--- src/rtl/display_scan_ctrl_pkg.sv ---
// Shared definitions for the 4-digit multiplexed 7-segment scanner:
// scan states, blanking constants and the active-low segment patterns.
package display_scan_ctrl_pkg;

  typedef enum logic {
    ST_BLANK = 1'b0,
    ST_SHOW  = 1'b1
  } scan_state_e;

  localparam logic [6:0] SEG_OFF = 7'b1111111;
  localparam logic [3:0] AN_OFF  = 4'b1111;

  // Segment order {a,b,c,d,e,f,g}, low = lit
  localparam logic [6:0] SEG_D0 = 7'b0000001;
  localparam logic [6:0] SEG_D1 = 7'b1001111;
  localparam logic [6:0] SEG_D2 = 7'b0010010;
  localparam logic [6:0] SEG_D3 = 7'b0000110;
  localparam logic [6:0] SEG_D4 = 7'b1001100;
  localparam logic [6:0] SEG_D5 = 7'b0100100;
  localparam logic [6:0] SEG_D6 = 7'b0100000;
  localparam logic [6:0] SEG_D7 = 7'b0001111;
  localparam logic [6:0] SEG_D8 = 7'b0000000;
  localparam logic [6:0] SEG_D9 = 7'b0000100;

  function automatic logic has_bad_nibble(input logic [15:0] v);
    return (v[3:0] > 4'd9) || (v[7:4] > 4'd9) ||
           (v[11:8] > 4'd9) || (v[15:12] > 4'd9);
  endfunction

endpackage

--- src/rtl/display_scan_ctrl_dec.sv ---
// Combinational BCD to active-low 7-segment decoder; non-BCD codes go dark.
module DecodificadorBCD
  import display_scan_ctrl_pkg::*;
(
  input  logic [3:0] bcd,
  output logic [6:0] seg
);

  always_comb begin
    seg = SEG_OFF;
    case (bcd)
      4'd0:    seg = SEG_D0;
      4'd1:    seg = SEG_D1;
      4'd2:    seg = SEG_D2;
      4'd3:    seg = SEG_D3;
      4'd4:    seg = SEG_D4;
      4'd5:    seg = SEG_D5;
      4'd6:    seg = SEG_D6;
      4'd7:    seg = SEG_D7;
      4'd8:    seg = SEG_D8;
      4'd9:    seg = SEG_D9;
      default: seg = SEG_OFF;
    endcase
  end

endmodule

--- src/rtl/display_scan_ctrl.sv ---
// Four-digit 7-segment scan controller with double-buffered loads that
// commit only at frame boundaries, leading-zero blanking and a BCD error flag.
module display_scan_ctrl
  import display_scan_ctrl_pkg::*;
#(
  parameter int PRESCALE     = 50000,
  parameter int BLANK_CYCLES = 4,
  parameter int LZ_BLANK     = 1
) (
  input  logic        clk,
  input  logic        rst_n,
  input  logic        load_valid,
  output logic        load_ready,
  input  logic [15:0] load_data,
  output logic [6:0]  seg,
  output logic [3:0]  an,
  output logic        bcd_err
);

  localparam int CNT_MAX = (PRESCALE > BLANK_CYCLES) ? PRESCALE : BLANK_CYCLES;
  localparam int CNT_W   = (CNT_MAX > 1) ? $clog2(CNT_MAX) : 1;
  localparam logic [CNT_W-1:0] SHOW_LAST  = CNT_W'(PRESCALE - 1);
  localparam logic [CNT_W-1:0] BLANK_LAST = CNT_W'(BLANK_CYCLES - 1);

  scan_state_e      state_q, state_d;
  logic [1:0]       idx_q, idx_d;
  logic [CNT_W-1:0] cnt_q, cnt_d;
  logic [15:0]      display_q, display_d;
  logic [15:0]      pending_q, pending_d;
  logic             pending_valid_q, pending_valid_d;
  logic             bcd_err_q, bcd_err_d;
  logic [6:0]       seg_q, seg_d;
  logic [3:0]       an_q, an_d;

  logic       load_fire;
  logic       boundary;
  logic [3:0] dec_bcd;
  logic       lead_zero;
  logic [6:0] dec_seg;

  assign load_fire = load_valid && !pending_valid_q;

  // Next-state: dwell counting, digit rotation, load buffering
  always_comb begin
    state_d         = state_q;
    idx_d           = idx_q;
    cnt_d           = cnt_q;
    display_d       = display_q;
    pending_d       = pending_q;
    pending_valid_d = pending_valid_q;
    bcd_err_d       = bcd_err_q;
    boundary        = 1'b0;

    case (state_q)
      ST_SHOW: begin
        if (cnt_q == SHOW_LAST) begin
          state_d = ST_BLANK;
          cnt_d   = '0;
        end else begin
          cnt_d = cnt_q + 1'b1;
        end
      end
      default: begin
        if (cnt_q == BLANK_LAST) begin
          state_d  = ST_SHOW;
          cnt_d    = '0;
          idx_d    = idx_q + 2'd1;
          boundary = (idx_q == 2'd3);
        end else begin
          cnt_d = cnt_q + 1'b1;
        end
      end
    endcase

    // Commit uses the pending value held before this edge, so a load
    // accepted on the boundary edge itself waits a full frame.
    if (boundary && pending_valid_q) begin
      display_d       = pending_q;
      pending_valid_d = 1'b0;
      bcd_err_d       = has_bad_nibble(pending_q);
    end

    if (load_fire) begin
      pending_d       = load_data;
      pending_valid_d = 1'b1;
    end
  end

  always_comb begin
    dec_bcd   = display_d[3:0];
    lead_zero = 1'b0;
    case (idx_d)
      2'd1: begin
        dec_bcd   = display_d[7:4];
        lead_zero = (display_d[15:4] == 12'h000);
      end
      2'd2: begin
        dec_bcd   = display_d[11:8];
        lead_zero = (display_d[15:8] == 8'h00);
      end
      2'd3: begin
        dec_bcd   = display_d[15:12];
        lead_zero = (display_d[15:12] == 4'h0);
      end
      default: begin
        dec_bcd   = display_d[3:0];
        lead_zero = 1'b0;
      end
    endcase
  end

  DecodificadorBCD u_dec (
    .bcd (dec_bcd),
    .seg (dec_seg)
  );

  // Outputs follow the next state so seg/an and state change on one edge
  always_comb begin
    seg_d = SEG_OFF;
    an_d  = AN_OFF;
    if ((state_d == ST_SHOW) && !((LZ_BLANK != 0) && lead_zero)) begin
      seg_d = dec_seg;
      an_d  = ~(4'b0001 << idx_d);
    end
  end

  always_ff @(posedge clk) begin
    if (!rst_n) begin
      state_q         <= ST_BLANK;
      idx_q           <= 2'd3;
      cnt_q           <= '0;
      display_q       <= 16'h0000;
      pending_valid_q <= 1'b0;
      bcd_err_q       <= 1'b0;
      seg_q           <= SEG_OFF;
      an_q            <= AN_OFF;
    end else begin
      state_q         <= state_d;
      idx_q           <= idx_d;
      cnt_q           <= cnt_d;
      display_q       <= display_d;
      pending_valid_q <= pending_valid_d;
      bcd_err_q       <= bcd_err_d;
      seg_q           <= seg_d;
      an_q            <= an_d;
    end
  end

  always_ff @(posedge clk) begin
    pending_q <= pending_d;
  end

  assign seg        = seg_q;
  assign an         = an_q;
  assign load_ready = !pending_valid_q;
  assign bcd_err    = bcd_err_q;

endmodule

--- config.mk ---
export PLATFORM = sky130hd
export DESIGN_NAME = display_scan_ctrl
export DESIGN_NICKNAME = d
export VERILOG_FILES = /design/src/rtl/display_scan_ctrl_pkg.sv /design/src/rtl/display_scan_ctrl_dec.sv /design/src/rtl/display_scan_ctrl.sv
export SDC_FILE = /design/constraint.sdc
export NUM_CORES = 1
export LEC_CHECK = 0
export ABC_AREA = 1
export BUFFER_PORTS_ARGS = -buffer_cell sky130_fd_sc_hd__buf_2
export CAP_MARGIN = 10
export CORE_MARGIN = 4
export CORE_UTILIZATION = 30
export DETAILED_ROUTE_END_ITERATION = 8
export PLACE_DENSITY = 0.49
export SYNTH_ARGS = -nofsm -noshare
export SYNTH_HDL_FRONTEND = slang
export SYNTH_HIERARCHICAL = 1
export SYNTH_SLANG_ARGS = --single-unit
--- constraint.sdc ---
create_clock -name clk -period 3 [get_ports clk]
set_clock_uncertainty 0.2 [all_clocks]
set_input_delay 0.6 -clock clk [delete_from_list [all_inputs] [get_ports clk]]
set_output_delay 0.6 -clock clk [all_outputs]
set_load 0.02 [all_outputs]
==> flow_summary.yaml <==
clocking:
  cts_tree: "done"
  cts_buffer_depth: 2
  cts.sinks: 64
  path_clk_slew_ps: 70
  cts-hold-fix-buffers: 0
  cts-root-buf: "clkbuf_8"
  htree_levels: 3
  clkLatencyLatePin_ps: 340
  cts_made_buffers: 9
timing:
  fmax_mhz: 366
  grt_setup_unrepaired: "false"
  setup-tns-final_ps: 0
  tightest_slew_ps: 798
  finalMaxSlewViolations: 0
  setup_ws_ps: 269
  period_share_pct: 91.0
  max_slew_margin_pct: 46.7
  finalSetupViolCount: 0
  fin_crit_ps: 2730
  hold_violations: 0
placed_design:
  dp_hpwl_um: 4350
  dpl-instance-area_um2: 3250
  pre_cts_ws_ps: 106
  place_congestion: 0.778
  portBuffers: 31
cells_and_area:
  diodes: 0
  final_nets: 432
  fin_area_um2: 3480
  fillers: 1001
  syn2layout_area_growth_pct: 19.2
  drive_above_1_share_pct: 19.7
synth:
  synth_seq_cells: 64
  syn_area_per_cell_um2: 8.01
  synth_cell_types: 35
  syn_area_um2: 2920
  synth_nets: 390
  ys_seq_area_share_pct: 49.4
  yosysWarnings: 6
  postSynthCellCount: 364
detailed_routing:
  wl_met1_um: 2960
  drcViolationCount: 0
  first_pass_iters: 4
  wl_met2_um: 2540
  route.met3.wl_um: 293
  dr.max_layer_used: "met4"
  ant_nets: 0
  routed_via_density: 4.32
  via_count: 2335
  wl_per_cell_um: 10.9
  drtIter0Drc: 80
  wl_um: 5880
worst_setup_path:
  crit_path_max_incr_delay_ps: 350
  crit_chain: "ha_2, nand2_1, nor2_2, nand2_2, nor2_4, nand3_1, nand2_1, inv_1, o2111ai_1, inv_1, ha_1, nand2_1, nand3_1, nand2_1, inv_1, nand3_1"
  slowest_stage: "dfxtp_1"
  critPathCaptureType: "register"
  required_ps: 3030
  arrival_ps: 2760
  path_class: "register to register"
  worstSetupStartpointType: "register"
  r2r_setup_slack_ps: 270
  crit_top_cell: "nand2_1"
  crit_fanout: 12
floorplan:
  initial_core_util_pct: 31.1
  chipWidth_um: 107
  rows: 35
  pin_count: 32
  die_h_um: 107
  die-area_um2: 11400
  core_um2: 9370
run_status:
  status: "finished, final reports clean"
grt:
  gr-total-overflow: 0
  grt_pass1_vias: 2174
  grt_pass1_wl_um: 10100
  antenna_found_initial: 0
  grt_start_max_net_pins: 24
  track_usage_pct: 11.1
min_path:
  hold_path.class: "input pin to register"
power_and_ir_drop:
  vdd_drop_max_uv: 293
  p_leak_uw: 0.00149
  power.density_nw_per_um2: 526
  total_power_uw: 1830
run:
  cap_violations: 0
final cells by class:
class | instances | area [µm²] | share of cell area [%]
clock inverters | 7 | 72.6 | 2.09
flip-flops and latches | 64 | 1440 | 41.5
well taps | 129 | 161 | 4.64
multi-input cells | 239 | 1250 | 36.0
inverters | 53 | 199 | 5.72
repair buffers | 39 | 228 | 6.55
clock buffers | 9 | 124 | 3.56
cells in the final DEF, fill, tap and decap left out, types with 3 or more instances in the layout:
cell and instances:
a21oi_1 10, buf_2 31, buf_4 7, clkbuf_8 9
dfxtp_1 48, edfxtp_1 16, ha_1 6, inv_1 51
nand2_1 84, nand2_2 6, nand3_1 33, nand4_1 3
nor2_1 42, nor2_2 6, nor2_4 4, nor3_1 7
o21ai_0 11, xor2_1 3
worst max-delay path, delay by kind of cell, from the launching register on:
family,cells,cell delay (ps)
AND/OR/NAND/NOR,10,1060
AO/OA/AOI/OAI,1,260
adder cells (fa/ha/maj),2,510
flip-flops,1,350
buffers and inverters,3,230
metrics by stage:
step / util [%] / std cells / hold WS [ps]
after floorplan: - / 364 / 213
after global placement: 34.7 / 523 / 225
after global routing: 37.1 / 540 / 202
final: 37.1 / 540 / 228
after CTS: 36.8 / 539 / 206
after detailed placement: 34.7 / 523 / 232
cells by family after synthesis:
| group | count (synthesis) | synth area share [%] |
|---|---|---|
| AOI/OAI and AO/OA | 35 | 7.55 |
| xor gates and xnor gates | 4 | 1.20 |
| adders and majority gates | 7 | 3.00 |
| buffers and inverters | 61 | 8.45 |
| DFF | 64 | 49.4 |
| and+or+nand+nor | 193 | 30.4 |
path summary, 6_finish.rpt:
check               startpoint      endpoint  cells past startpoint
hold reg to reg       cnt_q[0]      cnt_q[0]                      1
hold / removal    load_data[4]  pending_q[4]                      1
setup / recovery      cnt_q[0]        seg[3]                     16
setup reg to reg      cnt_q[0]        seg[3]                     16
power breakdown:
part           switching [µW]  total (µW)  internal (µW)
combinational             115         177           61.5
clock                     344         726            383
sequential               13.6         926            913
total                     473        1830           1360
flip-flops by register name (all words and copies together) (netlist names):
name,flops
cnt_q,16
display_q,16
pending_q,16
seg,7
an,4
idx_q,2
bcd_err,1
pending_valid_q,1
state_q,1
metal layers:
layer | up-vias | track usage (%)
li1 | 1254 | -
met1 | 1029 | 14.4
met2 | 43 | 17.1
met3 | 9 | 3.67
met4 | 0 | 4.66
met5 | - | 0
synth_stat cells:
master,instances,share of area (%)
a21oi_1,10,1.7
nor3_1,7,1.2
nand3_1,33,5.7
clkinv_1,1,0.13
and3_1,2,0.43
buf_6,2,0.77
a311oi_1,1,0.30
a211oi_1,1,0.26
inv_1,51,6.6
or2_1,1,0.21
o21ai_1,1,0.17
o21ai_0,12,2.1
nand3_2,1,0.34
clkbuf_1,4,0.51
dfxtp_1,48,33
o2111ai_1,4,1.2
nand2_2,6,1.3
o21bai_1,2,0.51
a221oi_2,1,0.51
nand3_4,1,0.60
nand4_1,3,0.64
buf_2,2,0.34
nor2_1,42,5.4
o21ai_2,2,0.60
xnor2_1,1,0.30
inv_2,1,0.13
nand2_1,84,11
xor2_1,3,0.90
edfxtp_1,16,16
nor3b_1,2,0.51
nor2_2,6,1.3
nor2_4,4,1.5
a31oi_1,1,0.21
ha_1,7,3.0
nand4_2,1,0.43
what timing repair did:
action	CTS	global route
setup buffers	0	1
gates resized for setup	0	5
endpoints found under the hold margin	0	0
endpoints found under the setup margin	0	7
Note: power is estimated with default switching activity, not from simulation.
